[src/rtl/mem_writeback_stage.sv]
// Memory-access / write-back stage: drives the register-file write port and
// runs a req/ack data-memory access with a timeout, stalling upstream meanwhile.
module mem_writeback_stage #(
  parameter int unsigned ADDR_W  = 8,
  parameter int unsigned TIMEOUT = 15
) (
  input  logic              clock,
  input  logic              reset,
  input  logic              ip_valid,
  input  logic [31:0]       ip_alu_result,
  input  logic [31:0]       ip_store_data,
  input  logic [4:0]        ip_dest_reg,
  input  logic              ip_RegWrite,
  input  logic              ip_MemRead,
  input  logic              ip_MemWrite,
  input  logic              ip_MemtoReg,
  output logic              op_mem_req,
  output logic              op_mem_we,
  output logic [ADDR_W-1:0] op_mem_addr,
  output logic [31:0]       op_mem_wdata,
  input  logic              ip_mem_ack,
  input  logic [31:0]       ip_mem_rdata,
  output logic [4:0]        op_write_reg_addr,
  output logic [31:0]       op_write_data,
  output logic              op_RegWrite,
  output logic              op_stall,
  output logic              op_mem_error
);

  localparam int unsigned CNT_W = 8;
  localparam logic [CNT_W-1:0] LAST_CNT = CNT_W'(TIMEOUT - 1);

  typedef enum logic {IDLE = 1'b0, BUSY = 1'b1} state_t;

  state_t           state;
  state_t           state_nxt;
  logic [CNT_W-1:0] count;
  logic [4:0]       lat_dest;
  logic             lat_regwrite;
  logic             lat_memtoreg;
  logic [31:0]      lat_alu;

  logic mem_op_c;
  logic issue_c;
  logic ack_c;
  logic timeout_c;

  // Access events; ack takes priority over timeout in the same cycle
  always_comb begin
    mem_op_c  = ip_MemRead | ip_MemWrite;
    issue_c   = (state == IDLE) && ip_valid && mem_op_c;
    ack_c     = (state == BUSY) && ip_mem_ack;
    timeout_c = (state == BUSY) && !ip_mem_ack && (count == LAST_CNT);
  end

  always_ff @(posedge clock) begin
    if (reset) state <= IDLE;
    else       state <= state_nxt;
  end

  always_comb begin
    state_nxt = state;
    case (state)
      IDLE:    if (issue_c) state_nxt = BUSY;
      BUSY:    if (ack_c || timeout_c) state_nxt = IDLE;
      default: state_nxt = IDLE;
    endcase
  end

  // Stall releases on the ack or timeout cycle so upstream advances on that edge
  always_comb begin
    op_stall = 1'b0;
    case (state)
      IDLE:    op_stall = ip_valid && mem_op_c;
      BUSY:    op_stall = !ip_mem_ack && (count != LAST_CNT);
      default: op_stall = 1'b0;
    endcase
  end

  always_ff @(posedge clock) begin
    if (reset) begin
      count             <= '0;
      lat_dest          <= '0;
      lat_regwrite      <= 1'b0;
      lat_memtoreg      <= 1'b0;
      lat_alu           <= '0;
      op_mem_req        <= 1'b0;
      op_mem_we         <= 1'b0;
      op_mem_addr       <= '0;
      op_mem_wdata      <= '0;
      op_write_reg_addr <= '0;
      op_write_data     <= '0;
      op_RegWrite       <= 1'b0;
      op_mem_error      <= 1'b0;
    end else begin
      op_RegWrite <= 1'b0;

      if (issue_c) begin
        lat_dest     <= ip_dest_reg;
        lat_regwrite <= ip_RegWrite;
        lat_memtoreg <= ip_MemtoReg;
        lat_alu      <= ip_alu_result;
        op_mem_we    <= ip_MemWrite;
        op_mem_addr  <= ip_alu_result[ADDR_W+1:2];
        op_mem_wdata <= ip_store_data;
        op_mem_req   <= 1'b1;
        count        <= '0;
      end else if (state == BUSY) begin
        if (ack_c || timeout_c) begin
          op_mem_req <= 1'b0;
          count      <= '0;
        end else begin
          count <= count + CNT_W'(1);
        end
      end

      // Non-memory instruction: one-cycle write-back of the ALU result
      if ((state == IDLE) && ip_valid && !mem_op_c) begin
        op_RegWrite       <= ip_RegWrite && (ip_dest_reg != 5'd0);
        op_write_reg_addr <= ip_dest_reg;
        op_write_data     <= ip_alu_result;
      end

      if (ack_c && !op_mem_we) begin
        op_RegWrite       <= lat_regwrite && (lat_dest != 5'd0);
        op_write_reg_addr <= lat_dest;
        op_write_data     <= lat_memtoreg ? ip_mem_rdata : lat_alu;
      end

      if (timeout_c) op_mem_error <= 1'b1;
    end
  end

endmodule

[config.mk]
export PLATFORM = sky130hd
export DESIGN_NAME = mem_writeback_stage
export DESIGN_NICKNAME = d
export VERILOG_FILES = /design/src/rtl/mem_writeback_stage.sv
export SDC_FILE = /design/constraint.sdc
export NUM_CORES = 1
export LEC_CHECK = 0
export BUFFER_PORTS_ARGS = -buffer_cell sky130_fd_sc_hd__buf_2
export CAP_MARGIN = 10
export CORE_ASPECT_RATIO = 0.9
export CORE_MARGIN = 2
export CORE_UTILIZATION = 53
export DETAILED_ROUTE_END_ITERATION = 12
export GPL_TIMING_DRIVEN = 1
export PLACE_DENSITY = 0.86
export RECOVER_POWER = 50
export SYNTH_ARGS = -nofsm -noshare
export SYNTH_HDL_FRONTEND = slang
export SYNTH_SLANG_ARGS = --single-unit
[constraint.sdc]
create_clock -name clock -period 5.1 [get_ports clock]
set_input_delay 0.51 -clock clock [delete_from_list [all_inputs] [get_ports clock]]
set_output_delay 0.51 -clock clock [all_outputs]
set_load 0.02 [all_outputs]
==> results.txt, run 1 <==
Non-filler instance count after layout - 899
Fin Setup TNS - 0 ns
Buffers & Inverters on Critical Path - 1
Hold Path Class - in -> reg
Number of antenna violations at the first check in global routing - 0
Cell area after synthesis - 0.005135 mm^2
Core Rows - 34
Arrival time of the worst setup path - 3.97 ns
Die span in x - 107.8 um
Mean instance size in the synthesized netlist - 8.516 um^2
Power density over cell area - 399.5 mW/mm^2
Routability congestion estimate from global placement - 0.8687
CTS Root Buffer Type - clkbuf_8
Outcome - finished with violations
Most common cell after layout, fill and taps aside - nand2_1
Die Span Y - 97.38 um
Iter 0 DRT Violations - 302
Met1 global-route usage - 32.79%
Post-synthesis register bit count - 121
Largest voltage drop on the vdd net - 0.0001959 V
Required time reported for the critical path endpoint - 5.50 ns
Maximum net fanout on the critical path - 71
DRC violations left - 0
Met2 demand-to-capacity share in global routing - 41.32%
Final wirelength - 13,170 um
Critical setup path kind - reg -> reg
CP max stage cell - clkbuf_1
Post-synthesis to final-layout area growth - 26.95%
Most used cells in the layout excluding fill and tap cells - nand2_1 (148), dfxtp_1 (120), buf_2 (108), clkbuf_1 (84), a21oi_1 (81)
Met3 layer usage reported by global route - 5.768%
Wire length of the first global-routing pass - 21,680 um
Total iterations of the first detailed-routing run - 5
HPWL Detailed - 8555 um
Post-Route Skew - 0.01520 ns
CTS H-Tree Depth - 4
Sequential share of the synthesized area - 47.17%
Number of vias per cell - 5.427
Final Max Tran Viols - 72
Post-detailed-route count of antenna-violating nets - 0
Area taken by multi-input logic gates - 0.002406 mm^2
Number of endpoints with negative hold slack in the final report - 0
Setup repair after global routing missed its margin - no
Post-synthesis instance total - 603
Violations in the final reports - max-capacitance violations, max-slew violations
Final antenna diode count - 0
Placed Cells - 867
Input/output buffers - 190
Total via count after detailed routing - 4,879
Ratio of final minimum period to clock period - 69.96%
Highest Clock Rate - 0.2803 GHz
Aggregate global routing overflow - 0
Peak per-stage delay on the critical path - 2.16 ns
Starting Density - 53.89%
Distinct cell type count of the synthesized netlist - 37
Post-CTS setup repair buffer count - 0
Number of instances resized during post-cts repair - 0
Avg WL per Cell - 14.65 um
Leakage power total - 2.491 nW
Gr busiest metal - met2
Clock insertion delay at the later pin of the skew report - 0.50 ns
Floorplan die area - 0.01049 mm^2
Total Nets Final - 871
Critical Path Source Type - flop
I/O pins - 191
Fillers - 770
YS warnings - 0
CP top delay family - buffers and inverters
Actual transition at the worst max-transition pin - 3.086 ns
Max-Slew Margin vs Limit - -105.7%
Overall global routing resource usage - 25.20%
Type of element capturing the critical path - flop
Number of global-route vias before repair - 4,612
Maximum buffer depth of the clock tree - 2
Overall Power - 0.002604 W
Max-capacitance violation count - 1
Placeable Area - 0.009529 mm^2
Register area - 0.002424 mm^2
CTS Buf Count - 17
Sinks on the clock net - 121
Setup-violating endpoint count in the final report - 0
Largest net degree at the start of global routing - 115
Hold buffer count at cts - 0
Fraction of final layout cells with drive strength greater than 1 - 19.02%
Cell-by-cell trace of the critical path - nand2b_1 > nor2_4 > clkbuf_1 > nand2_1 > a21oi_1
Net Count, Synth - 714
Clock slew seen by the registers of the worst setup and hold paths - 0.06 ns
TritonCTS clock tree - done
Post-layout minimum cycle time - 3.568 ns
## flip-flops by register name (all words and copies together), names as in the netlist, 5 cells and up
signal	flops
lat_alu	25
op_write_reg_addr	5
count	8
op_mem_wdata	32
lat_dest	5
op_write_data	32
op_mem_addr	7
## stage by stage
step	hold WS (ns)	instance area [um^2]	utilization, %	setup WS, ns
floorplan	0.4318	5135	-	3.357
global placement	0.4372	6008	63.05	2.935
detailed placement	0.4423	6008	63.05	2.824
CTS	0.2248	6631	69.59	2.637
global route	0.2326	6519	68.41	1.313
finish	0.2529	6519	68.41	1.532
## routing by layer
layer | share of wire, % | vias to the layer above
li1 | - | 2413
met1 | 45 | 2246
met2 | 48 | 208
met3 | 6.8 | 12
met4 | 0.86 | 0
met5 | 0 | -
## layout make-up
class / count / area share, %
multi-input cells: 419 / 36.91
repair buffers: 195 / 13.59
clock buffers: 19 / 6.468
well taps: 126 / 2.418
clock inverters: 13 / 3.090
flip-flops and latches: 121 / 37.18
inverters: 6 / 0.3455
## path summary, 6_finish.rpt
check	start	endpoint	slack, ns	cells after the start
max	state	op_mem_addr[3]	1.53	5
min	ip_MemtoReg	lat_memtoreg	0.25	3
max reg2reg	state	op_mem_addr[3]	1.53	5
min reg2reg	lat_alu[27]	lat_alu[27]	0.45	2
## worst register-to-register path, cell delays in order, from the launching register on
cell	delay (ns)
dfxtp_1	0.38
nand2b_1	0.26
nor2_4	0.10
clkbuf_1	2.16
nand2_1	0.33
a21oi_1	0.24
## power breakdown
part / internal [W] / switching [W] / total (W)
Clock: 0.000840 / 0.000416 / 0.00126
Combinational: 0.000113 / 0.000200 / 0.000313
Sequential: 0.00100 / 0.0000319 / 0.00103
Total: 0.00196 / 0.000649 / 0.00260
## Yosys cell counts
cell type,instances,share of area [%]
nand2_1,148,11
dfxtp_1,121,47
a21oi_1,81,7.9
a211oi_1,69,10
mux2i_1,38,7.4
nor2b_1,34,4.1
clkbuf_1,33,2.4
buf_2,12,1.2
nor2_1,10,0.73
buf_4,9,1.3
inv_1,6,0.44
o21ai_0,5,0.49
a31oi_1,4,0.49
a311oi_1,2,0.34
buf_8,2,0.58
ha_1,2,0.49
nand2b_1,2,0.24
nand4_1,2,0.24
nor3_1,2,0.19
o211ai_1,2,0.29
or3_1,2,0.24
or4_1,2,0.29
a21o_1,1,0.15
a22oi_1,1,0.15
a41oi_1,1,0.17
and2_0,1,0.12
and4b_1,1,0.19
buf_6,1,0.22
nand2b_4,1,0.27
nand3_1,1,0.097
nand3b_1,1,0.15
nor2_2,1,0.12
nor3_4,1,0.32
nor4_1,1,0.12
o21ai_1,1,0.097
o2bb2ai_1,1,0.17
o31a_1,1,0.17
## logic make-up after synthesis
group           Yosys count  share of synthesized area (%)
compound gates          169                          20.49
mux                      38                          7.407
simple gates            210                          18.30
fa+ha+maj                 2                         0.4873
flops                   121                          47.17
buf+inv                  63                          6.140
No activity file was read; power rests on OpenSTA's default activity.
==> run 2, diff against run 1 <==
--- a/config.mk
+++ b/config.mk
@@ -9,10 +9,10 @@
 export CAP_MARGIN = 10
 export CORE_ASPECT_RATIO = 0.9
 export CORE_MARGIN = 2
-export CORE_UTILIZATION = 53
+export CORE_UTILIZATION = 44
 export DETAILED_ROUTE_END_ITERATION = 12
 export GPL_TIMING_DRIVEN = 1
-export PLACE_DENSITY = 0.86
+export PLACE_DENSITY = 0.76
 export RECOVER_POWER = 50
 export SYNTH_ARGS = -nofsm -noshare
 export SYNTH_HDL_FRONTEND = slang
==> constraint.sdc (replaced) <==
create_clock -name clock -period 3.2 [get_ports clock]
set_input_delay 0.32 -clock clock [delete_from_list [all_inputs] [get_ports clock]]
set_output_delay 0.32 -clock clock [all_outputs]
set_load 0.02 [all_outputs]
==> results.txt, run 2 (synthesized netlist as in run 1, its figures left out) <==
Setup repair after global routing missed its margin - no
CTS Buf Count - 17
Number of global-route vias before repair - 4,742
Type of element capturing the critical path - output port
Power density over cell area - 628.7 mW/mm^2
Final antenna diode count - 0
Total iterations of the first detailed-routing run - 4
Final wirelength - 13,520 um
Most used cells in the layout excluding fill and tap cells - nand2_1 (148), dfxtp_1 (120), buf_2 (108), a21oi_1 (81), clkbuf_1 (81)
Die span in x - 117.9 um
Max-Slew Margin vs Limit - 40.47%
Required time reported for the critical path endpoint - 2.88 ns
Placeable Area - 0.01139 mm^2
Maximum net fanout on the critical path - 6
Worst R2R Start - state
Leakage power total - 2.539 nW
Total via count after detailed routing - 4,874
Instance area at placement - 0.006101 mm^2
Combinational Power Share - 11.9%
Routability congestion estimate from global placement - 0.8245
Ratio of final minimum period to clock period - 68.94%
Final Max Tran Viols - 0
Highest Clock Rate - 0.4533 GHz
Post-CTS setup repair buffer count - 0
Maximum buffer depth of the clock tree - 2
Post-Route Skew - 0.005495 ns
Starting Density - 45.09%
Worst-case setup slack after placement - 1.111 ns
Number of instances resized during post-cts repair - 0
Overall global routing resource usage - 21.54%
CTS H-Tree Depth - 4
Summed area of non-filler cells in the final layout - 0.006620 mm^2
Switching power share of the total - 25.08%
Arrival time of the worst setup path - 1.89 ns
Post-synthesis to final-layout area growth - 28.92%
Clock insertion delay at the later pin of the skew report - 0.40 ns
Fin Setup TNS - 0 ns
Number of endpoints with negative hold slack in the final report - 0
Minimum setup slack among reg-to-reg paths - 1.16 ns
CTS Root Buffer Type - clkbuf_16
HPWL Detailed - 9285 um
Critical Path Source Type - flop
Avg WL per Cell - 14.49 um
Post-detailed-route count of antenna-violating nets - 0
Number of cells on the worst reg-to-reg path - 4
Switching power - 0.001044 W
Iter 0 DRT Violations - 259
Critical setup path kind - reg -> out
Max-capacitance violation count - 0
Actual transition at the worst max-transition pin - 0.8895 ns
Hold buffer count at cts - 0
Fraction of final layout cells with drive strength greater than 1 - 19.82%
Fraction of power consumed by sequential logic - 39.8%
Most common cell after layout, fill and taps aside - nand2_1
Die Span Y - 106.5 um
Launch instance of the worst min-delay path - ip_store_data[26]
I/O pins - 191
Fillers - 1,072
Internal - 0.003118 W
Core Rows - 37
Number of antenna violations at the first check in global routing - 0
Post-layout minimum cycle time - 2.206 ns
Wire length of the first global-routing pass - 22,270 um
TritonCTS clock tree - done
Registers with the most flip-flops - op_mem_wdata: 32 flops, op_write_data: 32 flops, lat_alu: 25 flops
Clock slew seen by the registers of the worst setup and hold paths - 0.05 ns
Cell depth of the worst min-delay path - 3
Outcome - finished, final reports clean
Largest net degree at the start of global routing - 48
Aggregate global routing overflow - 0
Destination of the worst register-to-register timing path - op_write_data[0]
Hold Path Class - in -> reg
Least setup slack across all paths after layout - 0.9939 ns
End of the worst hold path - op_mem_wdata[26]
Largest voltage drop on the vdd net - 0.0004028 V
Total Nets Final - 875
Sinks on the clock net - 121
DRC violations left - 0
Floorplan die area - 0.01255 mm^2
Input/output buffers - 190
Number of vias per cell - 5.224
Setup-violating endpoint count in the final report - 0
Relative contribution of the clock network to total power - 48.3%
-- run 2: routing by layer --
metal	global-route usage (%)	wire length, um
met1	27.76	6261
met2	35.51	6303
met3	5.687	828
met4	6.454	124
met5	0	0
-- run 2: through the flow --
stage | cells | utilization [%] | total power (W) | hold WS, ns
floorplan | 603 | - | 0.002002 | 0.4318
global placement | 901 | 53.57 | 0.002185 | 0.4366
detailed placement | 901 | 53.57 | 0.002201 | 0.4435
CTS | 933 | 59.09 | 0.004213 | 0.1423
global route | 933 | 58.13 | 0.004328 | 0.1518
finish | 933 | 58.13 | 0.004162 | 0.1566
-- run 2: how the worst max path moves through the flow --
stage                 from      endpoint  slack (ns)
3_5_place_dp   ip_MemWrite  lat_memtoreg        1.11
5_1_grt           count[0]      op_stall        0.89
4_1_cts           count[0]      op_stall        0.98
2_1_floorplan     count[0]      count[4]        1.61
3_3_place_gp   ip_MemWrite  lat_memtoreg        1.15
6_report          count[0]      op_stall        0.99
-- run 2: power groups by stage --
stage / sequential [W] / combinational [W] / clock (W)
2_1_floorplan: 0.00174 / 0.000260 / 0
3_3_place_gp: 0.00168 / 0.000505 / 0
3_5_place_dp: 0.00168 / 0.000517 / 0
4_1_cts: 0.00165 / 0.000520 / 0.00204
5_1_grt: 0.00167 / 0.000547 / 0.00212
6_report: 0.00166 / 0.000497 / 0.00201
-- run 2: cell type report --
class	instances	area (um^2)	share of cell area, %
timing repair buffer	199	944.7	14.27
clock buffer	19	452.9	6.842
inverter	6	22.52	0.3402
tap	156	195.2	2.948
multi-input combinational	419	2406	36.34
sequential	121	2424	36.61
clock inverter	13	175.2	2.646
-- run 2: worst max-delay path, stage by stage, from the launching register on --
cell	delay (ns)
dfxtp_1	0.42
inv_1	0.10
ha_1	0.22
and4b_1	0.24
a21o_1	0.24
nand2_1	0.08
buf_2	0.19
==> run 3, diff against run 2 <==
--- a/config.mk
+++ b/config.mk
@@ -5,14 +5,15 @@
 export SDC_FILE = /design/constraint.sdc
 export NUM_CORES = 1
 export LEC_CHECK = 0
+export ABC_AREA = 1
 export BUFFER_PORTS_ARGS = -buffer_cell sky130_fd_sc_hd__buf_2
 export CAP_MARGIN = 10
 export CORE_ASPECT_RATIO = 0.9
 export CORE_MARGIN = 2
-export CORE_UTILIZATION = 44
+export CORE_UTILIZATION = 45
 export DETAILED_ROUTE_END_ITERATION = 12
 export GPL_TIMING_DRIVEN = 1
-export PLACE_DENSITY = 0.76
+export PLACE_DENSITY = 0.78
 export RECOVER_POWER = 50
 export SYNTH_ARGS = -nofsm -noshare
 export SYNTH_HDL_FRONTEND = slang
==> constraint.sdc (replaced) <==
create_clock -name clock -period 1.8 [get_ports clock]
set_input_delay 0.18 -clock clock [delete_from_list [all_inputs] [get_ports clock]]
set_output_delay 0.18 -clock clock [all_outputs]
set_load 0.02 [all_outputs]
==> results.txt, run 3 <==
Combinational Power Share - 14.2%
Area taken by multi-input logic gates - 0.002250 mm^2
Total iterations of the first detailed-routing run - 5
Floorplan die area - 0.01233 mm^2
Iter 0 DRT Violations - 433
DRC violations left - 0
CTS Root Buffer Type - clkbuf_16
Number of enable-type register cells in the synthesized netlist - 0
Wire length of the first global-routing pass - 23,250 um
Smallest hold slack - 0.01196 ns
Post-synthesis instance total - 697
Registers with the most flip-flops - op_mem_wdata: 32 flops, op_write_data: 32 flops, lat_alu: 25 flops
Mean instance size in the synthesized netlist - 7.398 um^2
Post-detailed-route count of antenna-violating nets - 0
Ratio of final minimum period to clock period - 95.73%
Total via count after detailed routing - 5,198
Most frequent cell after synthesis - o21ai_0
Distinct cell type count of the synthesized netlist - 26
Most common cell after layout, fill and taps aside - o21ai_0
Fraction of power consumed by sequential logic - 38.5%
Final wirelength - 14,050 um
Cell area after synthesis - 0.005156 mm^2
Number of endpoints with negative hold slack in the final report - 0
Net Count, Synth - 808
TritonCTS clock tree - done
Number of vias per cell - 4.927
Routability congestion estimate from global placement - 0.8526
Sequential share of the synthesized area - 46.98%
Main area contributors after synthesis - dfxtp_1 (47%), o21ai_0 (13%), a21oi_1 (8.2%)
Clock slew seen by the registers of the worst setup and hold paths - 0.05 ns
Post-layout minimum cycle time - 1.723 ns
Internal - 0.005741 W
Required time reported for the critical path endpoint - 1.62 ns
Largest voltage drop on the vdd net - 0.0006645 V
Placeable Area - 0.01130 mm^2
CTS H-Tree Depth - 4
Post-synthesis async set-or-reset flop share - 0%
Hold Path Class - in -> reg
Switching power - 0.002017 W
Type of element capturing the critical path - output port
Max-Slew Margin vs Limit - 67.89%
Max-capacitance violation count - 0
Avg WL per Cell - 13.32 um
Share of the synthesized area in the top cell type - 46.98%
CTS Buf Count - 17
Predominant post-synthesis flop cell - dfxtp_1
Leakage power total - 3.010 nW
Number of global-route vias before repair - 4,873
Final antenna diode count - 0
Outcome - finished, final reports clean
Switching power share of the total - 26.00%
Fin Setup TNS - 0 ns
Sinks on the clock net - 121
Aggregate global routing overflow - 0
Summed area of non-filler cells in the final layout - 0.006942 mm^2
Overall Power - 0.007758 W
Peak per-stage delay on the critical path - 0.33 ns
Setup repair after global routing missed its margin - no
Arrival time of the worst setup path - 1.54 ns
HPWL Detailed - 8842 um
Instance area at placement - 0.006165 mm^2
Top cells by count, synth - o21ai_0 (129), dfxtp_1 (121), nand2_1 (98)
Largest net degree at the start of global routing - 70
Register area - 0.002427 mm^2
Power density over cell area - 1118 mW/mm^2
Core Rows - 37
Relative contribution of the clock network to total power - 47.3%
Overall global routing resource usage - 23.53%
Minimum setup slack among reg-to-reg paths - 0.22 ns
Maximum buffer depth of the clock tree - 2
Number of antenna violations at the first check in global routing - 0
Starting Density - 45.65%
Fillers - 1,097
Fraction of final layout cells with drive strength greater than 1 - 19.24%
Post-synthesis to final-layout area growth - 34.63%
Die Span Y - 105.6 um
Final Max Tran Viols - 0
Post-Route Skew - 0.006819 ns
Total Nets Final - 997
Critical setup path kind - reg -> out
Die span in x - 116.8 um
Most used cells in the layout excluding fill and tap cells - o21ai_0 (129), dfxtp_1 (117), buf_2 (108), nand2_1 (99), a21oi_1 (84)
I/O pins - 191
YS warnings - 0
Post-synthesis register bit count - 121
Setup-violating endpoint count in the final report - 0
CP max stage cell - dfxtp_2
Input/output buffers - 190
Maximum net fanout on the critical path - 3
Clock insertion delay at the later pin of the skew report - 0.40 ns
Cell-by-cell trace of the critical path - inv_2 > ha_1 > nand3_2 > nor2_4 > nor2_4 > inv_2 > nand2_1 > buf_4
Highest Clock Rate - 0.5804 GHz
Critical Path Source Type - flop
Actual transition at the worst max-transition pin - 0.4816 ns
Cell type with the highest aggregate area in the netlist - dfxtp_1
-- run 3: changes by cell type in the layout (fill, tap and decap cells not counted), sizes merged, moves of 5 or more --
cell / change
inv: +48
mux2i: -38
buf: +5
a21boi: +32
dlygate4sd3: +22
nand3: +13
nand2: -47
nor2b: -34
clkinv: -6
a211oi: -69
o21ai: +134
nor2: +73
-- run 3: worst max-delay path: cells and delay by family (launching register included) --
kind	cells	cell delay, ns
buf+inv	3	0.28
fa+ha+maj	1	0.17
simple gates	4	0.37
flops	1	0.33
-- run 3: cell families (layout without fill, tap and decap cells) --
| family | after synthesis | count (layout) | synth area share (%) |
|---|---|---|---|
| compound gates | 262 | 262 | 27.27 |
| fa+ha+maj | 2 | 2 | 0.4852 |
| buf+inv | 110 | 312 | 9.488 |
| flops | 121 | 121 | 46.98 |
| simple gates | 202 | 202 | 15.77 |
-- run 3: per-stage QoR --
| stage | std cells | utilization (%) | setup WS [ns] |
|---|---|---|---|
| detailed placement | 1000 | 54.57 | 0.3397 |
| CTS | 1055 | 62.35 | 0.004260 |
| finish | 1055 | 61.45 | 0.07695 |
| floorplan | 697 | - | 0.4452 |
| global placement | 1000 | 54.57 | 0.3375 |
| global route | 1055 | 61.45 | 0.006579 |
-- run 3: power groups by stage --
| stage | clock network (W) | registers (W) | logic, W |
|---|---|---|---|
| 6_report | 0.00367 | 0.00299 | 0.00110 |
| 5_1_grt | 0.00388 | 0.00301 | 0.00123 |
| 4_1_cts | 0.00374 | 0.00298 | 0.00114 |
| 3_5_place_dp | 0 | 0.00303 | 0.00110 |
| 3_3_place_gp | 0 | 0.00303 | 0.00108 |
| 2_1_floorplan | 0 | 0.00319 | 0.000553 |
-- run 3: path summary, 6_finish.rpt --
kind | to | depth (start not counted) | start
hold reg to reg | lat_alu[23] | 2 | lat_alu[23]
hold / removal | op_mem_wdata[14] | 3 | ip_store_data[14]
setup / recovery | op_stall | 8 | count[0]
setup reg to reg | lat_alu[12] | 7 | state
-- run 3: metal layers --
| layer | GRT usage, % | vias to the layer above | part of all wire, % |
|---|---|---|---|
| met4 | 8.992 | 0 | 2.2 |
| met2 | 36.71 | 180 | 46 |
| met3 | 6.038 | 30 | 5.6 |
| met1 | 31.16 | 2320 | 47 |
| li1 | - | 2668 | - |
| met5 | 0 | - | 0 |
-- run 3: final cells by class --
class,instances,area share (%)
clock buffers,21,6.921
clock inverters,11,2.415
inverters,54,2.920
multi-input cells,466,32.41
flip-flops and latches,121,34.97
well taps,156,2.812
repair buffers,226,17.56
-- run 3: repair_timing --
item / in CTS / in global routing
pin swaps: 1 / 1
gates resized for setup: 1 / 8
endpoints found under the hold margin: 22 / 0
setup endpoints to repair: 1 / 1
buffers inserted: 1 / 0
hold buffers: 22 / 0
